File: config.mk
export PLATFORM = sky130hd
export DESIGN_NAME = pipe_stage_buf
export DESIGN_NICKNAME = d
export VERILOG_FILES = /design/src/rtl/pipe_pkg.sv /design/src/rtl/pipe_buf_mem.sv /design/src/rtl/pipe_stage_buf.sv
export SDC_FILE = /design/constraint.sdc
export NUM_CORES = 1
export LEC_CHECK = 0
export CAP_MARGIN = 10
export CORE_ASPECT_RATIO = 0.6
export CORE_MARGIN = 2
export CORE_UTILIZATION = 45
export DETAILED_ROUTE_END_ITERATION = 10
export GPL_ROUTABILITY_DRIVEN = 0
export PLACE_DENSITY_LB_ADDON = 0.05
export SETUP_SLACK_MARGIN = 0.4
export SLEW_MARGIN = 15
export SYNTH_ARGS = -nofsm -noshare
export SYNTH_HDL_FRONTEND = slang
export SYNTH_HIERARCHICAL = 1
export SYNTH_SLANG_ARGS = --single-unit
File: constraint.sdc
create_clock -name clock -period 4.1 [get_ports clock]
set_input_delay 0.615 -clock clock [delete_from_list [all_inputs] [get_ports clock]]
set_output_delay 0.615 -clock clock [all_outputs]
set_load 0.05 [all_outputs]
File: src/rtl/pipe_pkg.sv
// ---------------------------------------------------------------
// pipe_pkg : shared types and helpers for the pipe_stage_buf slice
// Rev 1.0
// ---------------------------------------------------------------
`default_nettype none

package pipe_pkg;

  localparam logic [31:0] BUBBLE_INSN = 32'h0000_0000;

  typedef struct packed {
    logic [31:0] data;
    logic [31:0] pc;
    logic        exc;
    logic [31:0] exc_addr;
  } pipe_entry_t;

  function automatic int occ_width(input int depth);
    return $clog2(depth + 1);
  endfunction

endpackage

`default_nettype wire

File: src/rtl/pipe_buf_mem.sv
// ---------------------------------------------------------------
// pipe_buf_mem : DEPTH x ENTRY_W register array, 1 write, 1 async read
// Rev 1.0
// ---------------------------------------------------------------
`default_nettype none

module pipe_buf_mem #(
  parameter int DEPTH   = 2,
  parameter int ENTRY_W = 64,
  parameter int PTR_W   = 1
) (
  input  logic               clock,
  input  logic               we,
  input  logic [PTR_W-1:0]   waddr,
  input  logic [ENTRY_W-1:0] wdata,
  input  logic [PTR_W-1:0]   raddr,
  output logic [ENTRY_W-1:0] rdata
);

  if (DEPTH > 1) begin : g_array
    logic [ENTRY_W-1:0] mem [DEPTH];

    always_ff @(posedge clock) begin
      if (we) mem[waddr] <= wdata;
    end

    assign rdata = mem[raddr];
  end else begin : g_single
    logic [ENTRY_W-1:0] mem;

    always_ff @(posedge clock) begin
      if (we) mem <= wdata;
    end

    assign rdata = mem;
  end

endmodule

`default_nettype wire

File: src/rtl/pipe_stage_buf.sv
// ---------------------------------------------------------------
// pipe_stage_buf : elastic in-order stage buffer with flush and exception
// fence. Exception sideband and fence exist only with `define PIPE_EXC_EN.
// Rev 1.0
// ---------------------------------------------------------------
`default_nettype none

module pipe_stage_buf
  import pipe_pkg::*;
#(
  parameter int               WIDTH  = 32,
  parameter int               ADDR_W = 32,
  parameter int               DEPTH  = 2,
  parameter logic [WIDTH-1:0] BUBBLE = WIDTH'(BUBBLE_INSN)
) (
  input  logic                        clock,
  input  logic                        rst,
  input  logic                        flush,
  input  logic                        in_valid,
  output logic                        in_ready,
  input  logic [WIDTH-1:0]            in_data,
  input  logic [ADDR_W-1:0]           in_pc,
`ifdef PIPE_EXC_EN
  input  logic                        in_exc,
  input  logic [ADDR_W-1:0]           in_exc_addr,
`endif
  output logic                        out_valid,
  input  logic                        out_ready,
  output logic [WIDTH-1:0]            out_data,
  output logic [ADDR_W-1:0]           out_pc,
`ifdef PIPE_EXC_EN
  output logic                        out_exc,
  output logic [ADDR_W-1:0]           out_exc_addr,
`endif
  output logic [occ_width(DEPTH)-1:0] count
);

  localparam int CNT_W = occ_width(DEPTH);
  localparam int PTR_W = (DEPTH > 1) ? $clog2(DEPTH) : 1;
`ifdef PIPE_EXC_EN
  localparam int ENTRY_W = WIDTH + ADDR_W + 1 + ADDR_W;
`else
  localparam int ENTRY_W = WIDTH + ADDR_W;
`endif

  logic [PTR_W-1:0]   wr_ptr;
  logic [PTR_W-1:0]   rd_ptr;
  logic               fence;
  logic               push;
  logic               pop;
  logic [ENTRY_W-1:0] wr_entry;
  logic [ENTRY_W-1:0] rd_entry;

  // in_ready is purely registered state, so a pop never frees a slot for the same edge
  assign out_valid = (count != '0);
  assign in_ready  = (count < CNT_W'(DEPTH)) && !fence;
  assign push      = in_valid && in_ready && !flush && !rst;
  assign pop       = out_valid && out_ready && !flush && !rst;

`ifdef PIPE_EXC_EN
  assign wr_entry     = {in_data, in_pc, in_exc, in_exc_addr};
  assign out_exc      = out_valid && rd_entry[ADDR_W];
  assign out_exc_addr = out_valid ? rd_entry[ADDR_W-1:0] : '0;

  // The exception entry is always the youngest, so its pop is what lifts the fence
  always_ff @(posedge clock) begin
    if (rst || flush)             fence <= 1'b0;
    else if (pop && out_exc)      fence <= 1'b0;
    else if (push && in_exc)      fence <= 1'b1;
  end
`else
  assign wr_entry = {in_data, in_pc};
  assign fence    = 1'b0;
`endif

  assign out_data = out_valid ? rd_entry[ENTRY_W-1 -: WIDTH] : BUBBLE;
  assign out_pc   = out_valid ? rd_entry[ENTRY_W-WIDTH-1 -: ADDR_W] : '0;

  always_ff @(posedge clock) begin
    if (rst || flush)        count <= '0;
    else if (push && !pop)   count <= count + CNT_W'(1);
    else if (pop && !push)   count <= count - CNT_W'(1);
  end

  if (DEPTH > 1) begin : g_ptr
    always_ff @(posedge clock) begin
      if (rst || flush) begin
        wr_ptr <= '0;
        rd_ptr <= '0;
      end else begin
        if (push) wr_ptr <= wr_ptr + PTR_W'(1);
        if (pop)  rd_ptr <= rd_ptr + PTR_W'(1);
      end
    end
  end else begin : g_no_ptr
    assign wr_ptr = '0;
    assign rd_ptr = '0;
  end

  pipe_buf_mem #(
    .DEPTH   (DEPTH),
    .ENTRY_W (ENTRY_W),
    .PTR_W   (PTR_W)
  ) u_mem (
    .clock (clock),
    .we    (push),
    .waddr (wr_ptr),
    .wdata (wr_entry),
    .raddr (rd_ptr),
    .rdata (rd_entry)
  );

endmodule

`default_nettype wire

Word-level counts from Yosys, hierarchy flattened --
Memories as Yosys holds them, arrays and structs flattened. A register that Yosys moved wholly into a read port is not among the register bits. Index checks and enable logic that the tools add are counted.
Word-level totals: register bits after elaboration 4, latch bits 0, RAM bits 128, ROM bits 0, output and inout port bits 68, word-level logic and storage cells 32, memories kept 1
Memories:
- u_mem.g_array.mem | depth 2, bits a word 64, rd ports 1, clocked after Yosys merged registers in 1, wr ports 1, line pipe_buf_mem.sv:21 | logic [ENTRY_W-1:0] mem [DEPTH];
Cells by class: add/subtract/negate cells 4, multiply operators 0, divide/modulo/power cells 0, order comparisons 1, equality and inequality tests 0, shifts and indexed selects 0, mux-type cells 8, bitwise logic cells 0, reductions and logical operators 15
Operators with widths (count):
- $mux W32 | 2
- $logic_and A1 B1 Y1 | 8
- $logic_not A1 Y1 | 4
- $mux W1 | 4
- $mux W2 | 2
- $reduce_bool A2 Y1 | 2
- $add A1 B1 Y1 const B | 2
- $add A2 B1 Y2 const B | 1
- $lt A2 B2 Y1 const B | 1
- $sub A2 B1 Y2 const B | 1
- $logic_or A1 B1 Y1 | 1

Logic depth before layout (Yosys ltp) --
Gate-level depths: netlist of the first run.
word-level depth 8, depth in mapped cells 7

By module --
Netlist of the first run, hierarchy kept.
By module, submodules not included:
- pipe_buf_mem | instances 1, cells each 201, area an instance 4933.5 µm², seq. area each 3843.7 µm²
- pipe_stage_buf | instances 1, cells each 93, area an instance 663.1 µm², seq. area each 80.1 µm²

Worst setup path after synthesis of the first run --
Ideal clock, no wire load.
kind input to register, start point in in_valid, end point mem u_mem.g_array.mem[0][0], enable pin, setup time 494 ps, arrival time 3815 ps, slack -209 ps, cell stages on the path 3, path buffers 0, cells stage by stage nor2b_1 > and2_1 > nor2b_1
Between the ends: longest elaborated chain between the ends 5
RTL lines:
- from (decl) | line pipe_stage_buf.sv:19 | input logic in_valid,
- $logic_and A1 B1 Y1 (3 in series) | line pipe_stage_buf.sv:57 | assign push = in_valid && in_ready && !flush && !rst;
- net push | line pipe_stage_buf.sv:49 | logic push;
- $mux W1 | line pipe_buf_mem.sv:24 | if (we) mem[waddr] <= wdata;
- $mux W1 (not written as such) | line pipe_buf_mem.sv:24
- to (decl) | line pipe_buf_mem.sv:21
The timed path passes the listed nets, and every way through them passes these cells.

Final worst setup path of the first run --
start point reg count[0], end point out out_pc[11]
Between the ends: longest elaborated chain between the ends 2
RTL lines:
- from (decl) | line pipe_stage_buf.sv:35 | output logic [occ_width(DEPTH)-1:0] count
- from (signal assigned) | line pipe_stage_buf.sv:81 | else if (push && !pop) count <= count + CNT_W'(1);
- from (signal assigned) | line pipe_stage_buf.sv:82 | else if (pop && !push) count <= count - CNT_W'(1);
- $reduce_bool A2 Y1 | line pipe_stage_buf.sv:55 | assign out_valid = (count != '0);
- $mux W32 | line pipe_stage_buf.sv:77 | assign out_pc = out_valid ? rd_entry[ENTRY_W-WIDTH-1 -: ADDR_W] : '0;
- to (decl) | line pipe_stage_buf.sv:30 | output logic [ADDR_W-1:0] out_pc,
Every way passes these cells.

==> results.yml, run 1 <==
timing:
  fin_crit_sh: 0.766
  slew_headroom: 0.380
  drv_slew: 0
  fin_skew_ps: 6.47
  setup_violations: 0
  tightest_slew_ps: 930
  max_freq_mhz: 318
  rsz0062_at_grt: "no"
  fin_crit_ps: 3140
  fin_setup_tns_ps: 0
  hold_viol_final: 0
placed_design:
  dp_hpwl_um: 6390
  port_buffers: 136
  dpl-instance-area_mm2: 0.00704
yosys:
  yosysTopAreaCell: "edfxtp_1"
  synth_top_area_share: 0.687
  synth_seq_area_share: 0.701
  yosys-top-cells-count: "128 x edfxtp_1, 66 x and2_1, 60 x mux2_4"
  synth_fp_nets: 364
  async_flop_share: 0
  synthTopCellsByArea: "edfxtp_1 69%, mux2_4 16%, and2_1 7.4%"
  syn_avg_cell_area_um2: 19.0
  ys_warn_count: 6
  synth_seq_cells: 132
  ys_types: 21
  synth_edf_count: 128
  ys.flop_type: "edfxtp_1"
  synth_most_common_cell: "edfxtp_1"
  syn_inst: 294
  synth_area_mm2: 0.00560
run:
  drv_cap: 0
finish:
  area_growth_pct: 36.5
  multi_input_area_mm2: 0.00148
  final_nets: 510
  post-route-cell-area_mm2: 0.00764
  antenna_cells: 0
  regArea_mm2: 0.00393
  fill_cells: 910
  drive_above_1_share: 0.225
clock_tree:
  cts_resized: 0
  cts_setup_buffers: 0
  clk_pin_slew_ps: 60
  cts_tree: "built"
  cts.path.max_buffers: 2
  cts_made_buffers: 17
  cts.htree.levels: 4
  clock_latency_ps: 400
  hold_buffers: 0
  cts_sinks: 132
  cts-root-buf: "clkbuf_16"
worst_setup_path:
  cp-end-kind: "primary output"
  required_ps: 3480
  arrival_ps: 2530
  worst_setup_path_start_kind: "flip-flop"
  crit_fanout: 36
  worst-setup-path-type: "flip-flop to primary output"
route:
  totalWireLength_um: 10000
  postRouteAntennaNets: 0
  viasPerCell: 4.63
  wl_per_cell_um: 16.2
  dr_total_vias: 2864
  route.detailed.drc: 0
  drtPass1Iterations: 4
  drt-initial-drc-count: 171
floorplanning:
  die_w_um: 148
  start_util: 0.462
  die-area_mm2: 0.0134
  ios: 137
  coreArea_mm2: 0.0121
  die_h_um: 90.4
  num_rows: 31
grt:
  track_usage: 0.156
  grt_start_max_net_pins: 65
  grt_first_pass_wirelength_um: 15600
  grt_pass1_vias: 2934
  gr-total-overflow: 0
  antenna_found_initial: 0
power_and_ir_drop:
  finalPower_mw: 3.28
  vdd_drop_max_mv: 0.409
  p_per_area_mw_per_mm2: 429
  cellLeakagePower_nw: 2.66
hold_path:
  hold_class: "flip-flop to flip-flop"
status:
  status: "finished, final reports clean"
worst paths after layout:
check / end / slack [ps] / cells past startpoint / from
setup / recovery: out_pc[11] / 960 / 4 / count[0]$_SDFFE_PP0P_
hold / removal: count[1]$_SDFFE_PP0P_ / 560 / 2 / count[1]$_SDFFE_PP0P_
setup reg to reg: count[1]$_SDFFE_PP0P_ / 1920 / 6 / count[0]$_SDFFE_PP0P_
hold reg to reg: count[1]$_SDFFE_PP0P_ / 560 / 2 / count[1]$_SDFFE_PP0P_
layout by cell type (no fill, tap or decap), types with 2 or more instances in the layout:
| cell type | instances |
|---|---|
| and2_1 | 65 |
| buf_12 | 2 |
| buf_4 | 3 |
| bufinv_16 | 3 |
| clkbuf_1 | 3 |
| clkbuf_16 | 17 |
| clkdlybuf4s50_1 | 136 |
| clkinv_4 | 2 |
| clkinvlp_4 | 5 |
| dfxtp_1 | 3 |
| edfxtp_1 | 128 |
| mux2_2 | 4 |
| mux2_4 | 60 |
| nor3_1 | 3 |
| o21ai_0 | 2 |
| xor2_1 | 3 |
registers in the layout (all words and copies together) (netlist names):
name and cells:
count 2, wr_ptr 1, u_mem/g_array.mem 128, rd_ptr 1
cell families after synthesis:
| family | Yosys count | share of synthesized area |
|---|---|---|
| xor gates and xnor gates | 4 | 0.00626 |
| buffers and inverters | 15 | 0.0358 |
| muxes | 64 | 0.169 |
| adders and majority gates | 1 | 0.00224 |
| DFF | 132 | 0.701 |
| AOI/OAI and AO/OA | 3 | 0.00313 |
| and+or+nand+nor | 75 | 0.0825 |
area by class of cell:
class,instances,area share
flip-flops and latches,132,0.514
multi-input cells,147,0.194
repair buffers,141,0.186
clock buffers,20,0.0572
well taps,165,0.0270
clock inverters,12,0.0208
inverters,1,0.000491
per-stage QoR:
stage,hold slack [ps],util,setup slack [ps],instances
floorplan,538,-,1020,294
global placement,523,0.582,1370,586
detailed placement,564,0.582,1320,586
CTS,572,0.631,868,618
global route,605,0.631,762,618
finish,563,0.631,958,618
report_power, final:
| group | internal (mW) | switching [mW] | leakage [nW] |
|---|---|---|---|
| combinational | 0.129 | 0.129 | 1.20 |
| sequential | 1.51 | 0.00799 | 1.20 |
| clock | 0.958 | 0.546 | 0.273 |
worst max-delay path: stages, from the launching register on:
cell             delay [ps]
dfxtp_1                 420
or2_2                   490
buf_12                  240
and2_1                  150
clkdlybuf4s50_1         800
per-layer routing:
metal	GRT usage	share of wire
met1	0.208	0.46
met4	0.0571	0.0085
met3	0.0596	0.081
met5	0	0
met2	0.235	0.45
(Power assumes the default switching activity.)
==> run 2: changes to the inputs <==
Settings changed: CORE_UTILIZATION 45 to 49.
Clock period 4.1 ns to 3.14 ns, I/O delays scaled along.
==> results.yml, run 2 (same netlist as run 1, synthesis figures left out) <==
route:
  wl_per_cell_um: 16.6
  route.detailed.drc: 0
  totalWireLength_um: 9950
  postRouteAntennaNets: 0
  drt-initial-drc-count: 146
  viasPerCell: 4.87
  dr_total_vias: 2921
  drtPass1Iterations: 4
floorplanning:
  coreArea_mm2: 0.0112
  die_h_um: 86.8
  die-area_mm2: 0.0123
  start_util: 0.499
  num_rows: 30
  die_w_um: 142
  ios: 137
grt:
  antenna_found_initial: 0
  grt_start_max_net_pins: 65
  grt_pass1_vias: 2930
  gr-total-overflow: 0
  grt_first_pass_wirelength_um: 15400
  track_usage: 0.171
clock_tree:
  cts-root-buf: "clkbuf_16"
  cts_made_buffers: 17
  cts.htree.levels: 4
  cts_sinks: 132
  cts_tree: "built"
  cts_setup_buffers: 0
  clk_pin_slew_ps: 60
  cts.path.max_buffers: 2
  clock_latency_ps: 400
worst_setup_path:
  r2r_start: "count[1]$_SDFFE_PP0P_"
  cp-end-kind: "primary output"
  worst-setup-path-type: "flip-flop to primary output"
  crit_fanout: 14
  required_ps: 2670
  crit_start: "rd_ptr$_SDFFE_PP0P_"
  arrival_ps: 2130
  worst_setup_path_start_kind: "flip-flop"
timing:
  fin_crit_ps: 2600
  drv_slew: 0
  max_freq_mhz: 385
  setup_violations: 0
  post-route-worst-setup-slack_ps: 540
  tightest_slew_ps: 525
  fin_crit_sh: 0.828
  fin_skew_ps: 6.87
  hold_viol_final: 0
  whs_ps: 569
  rsz0062_at_grt: "no"
  slew_headroom: 0.652
  fin_setup_tns_ps: 0
placed_design:
  dp_cells: 568
  dpl_worst_slack_ps: 641
  port_buffers: 136
  dp_hpwl_um: 6260
finish:
  reg_top3: "u_mem/g_array.mem (128), count (2)"
  drive_above_1_share: 0.230
  final_nets: 513
  final_cells: 600
  layout_commonest_cell: "edfxtp_1"
  fill_cells: 775
  area_growth_pct: 36.9
  antenna_cells: 0
  mostFrequentLayoutCells: "128 x edfxtp_1, 71 x clkdlybuf4s50_1, 65 x and2_1, 64 x dlygate4sd2_1, 60 x mux2_4"
  largest_register_ffs: 128
  finish.utilization: 0.683
  largest-register: "u_mem/g_array.mem"
run:
  drv_cap: 0
hold_path:
  holdCritStartpoint: "count[1]$_SDFFE_PP0P_"
  hold_class: "flip-flop to flip-flop"
status:
  status: "finished, final reports clean"
power_and_ir_drop:
  vdd_drop_max_mv: 0.489
  cellLeakagePower_nw: 3.05
  p_per_area_mw_per_mm2: 595
[run 2: cell count changes in the layout (fill, tap and decap cells not counted), sizes merged]
cell | previous run | this run
clkdlybuf4s50 | 136 | 71
dlygate4sd2 | 0 | 64
bufinv | 3 | 7
clkinvlp | 5 | 1
buf | 5 | 8
clkinv | 3 | 4
dlymetal6s2s | 0 | 1
inv | 2 | 1
[run 2: report_power, final]
group          switching [mW]  internal, mW
logic                   0.168         0.154
registers              0.0104          1.97
clock network           0.685          1.57
total                   0.863          3.70
[run 2: repair_timing]
item                                   4_1_cts  5_1_grt
gates cloned                                 0        0
setup endpoints to repair                   64        1
endpoints found under the hold margin        0        0
hold buffers                                 0        0
resized for setup                           64        1
[run 2: metal layers]
| layer | share of wire | vias to the layer above | routed length [µm] | global-route usage |
|---|---|---|---|---|
| li1 | - | 1401 | - | - |
| met1 | 0.45 | 1429 | 4510 | 0.216 |
| met2 | 0.47 | 80 | 4700 | 0.269 |
| met3 | 0.062 | 11 | 612 | 0.0652 |
| met4 | 0.012 | 0 | 119 | 0.0691 |
| met5 | 0 | - | 0 | 0 |
[run 2: area by class of cell]
class | instances | area (µm²) | area share
Multi-Input combinational cell | 147 | 1480 | 0.193
Clock inverter | 12 | 253 | 0.0330
Timing Repair Buffer | 144 | 1380 | 0.180
Inverter | 1 | 3.75 | 0.000490
Clock buffer | 20 | 437 | 0.0570
Tap cell | 144 | 180 | 0.0235
Sequential cell | 132 | 3930 | 0.512
[run 2: metrics by stage]
step,total power [mW],cell area (µm²)
after floorplan,2.20,5610
after global placement,2.35,7050
after detailed placement,2.36,7050
after CTS,4.61,7660
after global routing,4.72,7660
final,4.56,7660
[run 2: worst paths after layout]
kind | slack, ps | cells after the start | end
hold / removal | 570 | 2 | count[1]$_SDFFE_PP0P_
setup reg to reg | 1180 | 6 | count[1]$_SDFFE_PP0P_
setup / recovery | 540 | 4 | out_data[3]
hold reg to reg | 570 | 2 | count[1]$_SDFFE_PP0P_
[run 2: worst max-delay path: stages, from the launching register on]
cell and delay, ps:
dfxtp_4 510, buf_4 330, mux2_4 330, and2_1 140, dlygate4sd2_1 420
==> run 3: changes to the inputs <==
Settings changed: CORE_UTILIZATION 49 to 45.
Clock period 3.14 ns to 2.3 ns, I/O delays scaled along.
==> results.yml, run 3 (same netlist as run 1, synthesis figures left out) <==
worst_setup_path:
  arrival_ps: 1700
  cp_top_family: "simple AND/OR/NAND/NOR gates"
  crit_chain: "or2_4, buf_4, buf_12, and2_1, buf_6"
  crit_buf_inv: 3
  reg2reg_depth: 6
  r2r_start: "count[0]$_SDFFE_PP0P_"
  cp-end-kind: "primary output"
  r2r_end: "count[1]$_SDFFE_PP0P_"
  worst_setup_path_start_kind: "flip-flop"
  critPathMaxStageDelay_ps: 350
  crit_fanout: 13
  required_ps: 1960
  reg2reg_slack_ps: 510
  cp_slowest_cell: "dfxtp_4"
  worst-setup-path-type: "flip-flop to primary output"
finish:
  drive_above_1_share: 0.537
  area_growth_pct: 53.9
  final_cells: 642
  final_nets: 534
  finish.utilization: 0.712
  largest_register_ffs: 128
  mostFrequentLayoutCells: "128 x edfxtp_1, 68 x clkdlybuf4s50_1, 64 x mux2_4, 62 x and2_4, 38 x buf_12"
  reg_top3: "u_mem/g_array.mem (128), count (2)"
  largest-register: "u_mem/g_array.mem"
  fill_cells: 793
  layout_commonest_cell: "edfxtp_1"
  antenna_cells: 0
timing:
  tightest_slew_ps: 486
  fin_skew_ps: 7.87
  drv_slew: 0
  slew_headroom: 0.677
  whs_ps: 516
  fin_crit_ps: 2050
  rsz0062_at_grt: "yes"
  max_freq_mhz: 489
  setup_violations: 0
  hold_viol_final: 0
  fin_setup_tns_ps: 0
  fin_crit_sh: 0.889
route:
  drt-initial-drc-count: 220
  wl_per_cell_um: 18.2
  totalWireLength_um: 11700
  route.detailed.drc: 0
  drtPass1Iterations: 4
  dr_total_vias: 3058
  viasPerCell: 4.76
  postRouteAntennaNets: 0
hold_path:
  hold_class: "input pin to flip-flop"
  holdCritStartpoint: "in_data[24]"
  holdPathStages: 1
  worstHoldEndpoint: "u_mem/g_array.mem[1][56]$_DFFE_PP_"
grt:
  gr-total-overflow: 0
  antenna_found_initial: 0
  grt_pass1_vias: 3267
  track_usage: 0.176
  grt_first_pass_wirelength_um: 17400
  grt_start_max_net_pins: 50
floorplanning:
  start_util: 0.462
  die_h_um: 90.4
  die-area_mm2: 0.0134
  coreArea_mm2: 0.0121
  ios: 137
  die_w_um: 148
  num_rows: 31
clock_tree:
  cts.htree.levels: 4
  cts-root-buf: "clkbuf_16"
  cts_tree: "built"
  cts_sinks: 132
  clock_latency_ps: 410
  clk_pin_slew_ps: 60
  cts.path.max_buffers: 2
  cts_made_buffers: 17
placed_design:
  port_buffers: 136
  dp_hpwl_um: 6780
  dp_cells: 590
status:
  status: "finished, final reports clean"
power_and_ir_drop:
  cellLeakagePower_nw: 3.22
  p_per_area_mw_per_mm2: 692
  vdd_drop_max_mv: 0.580
run:
  drv_cap: 0
run 3: cell type report:
type | instances | area, µm² | area share
Inverter | 1 | 3.75 | 0.000436
Sequential cell | 132 | 3940 | 0.457
Clock inverter | 15 | 165 | 0.0192
Clock buffer | 17 | 425 | 0.0494
Timing Repair Buffer | 165 | 2210 | 0.257
Tap cell | 165 | 206 | 0.0240
Multi-Input combinational cell | 147 | 1660 | 0.193
run 3: timing repair:
action	in CTS	in global routing
gates resized for setup	11	112
cloned	3	4
endpoints found under the setup margin	68	65
hold buffers	0	0
pin swaps	0	1
buffers inserted	12	1
run 3: metal layers:
| metal | part of all wire | vias to the layer above | global-route usage | routed length (µm) |
|---|---|---|---|---|
| met2 | 0.48 | 97 | 0.279 | 5650 |
| met5 | 0 | - | 0 | 0 |
| li1 | - | 1435 | - | - |
| met3 | 0.065 | 15 | 0.0636 | 761 |
| met4 | 0.011 | 0 | 0.0603 | 134 |
| met1 | 0.44 | 1511 | 0.226 | 5170 |
run 3: per-stage QoR:
step,power [mW],instance area (µm²),worst slack [ps]
2_1_floorplan,3.00,5620,212
3_3_place_gp,3.25,7380,297
3_5_place_dp,3.26,7380,179
4_1_cts,5.95,8160,189
5_1_grt,6.16,8610,193
6_report,5.96,8610,254
run 3: worst reg2reg max path: stages (launching register included):
cell	delay (ps)
dfxtp_4	350
or2_4	310
buf_8	170
nand3_1	80
ha_1	260
or3_1	360
a21boi_1	170
run 3: how the worst max path moves through the flow:
| stage | start | to | slack, ps | cells past startpoint |
|---|---|---|---|---|
| after floorplan | count[1]$_SDFFE_PP0P_ | u_mem/g_array.mem[0][0]$_DFFE_PP_ | 210 | 3 |
| after global placement | rst | count[1]$_SDFFE_PP0P_ | 300 | 6 |
| after detailed placement | flush | count[1]$_SDFFE_PP0P_ | 180 | 6 |
| after CTS | rd_ptr$_SDFFE_PP0P_ | out_data[22] | 190 | 5 |
| after global routing | rd_ptr$_SDFFE_PP0P_ | out_data[26] | 190 | 5 |
| final | count[0]$_SDFFE_PP0P_ | out_data[11] | 250 | 5 |
run 3: where the power goes:
group | total, mW | switching, mW | internal [mW]
logic | 0.591 | 0.266 | 0.325
registers | 2.70 | 0.0136 | 2.69
clock network | 2.67 | 0.979 | 1.69
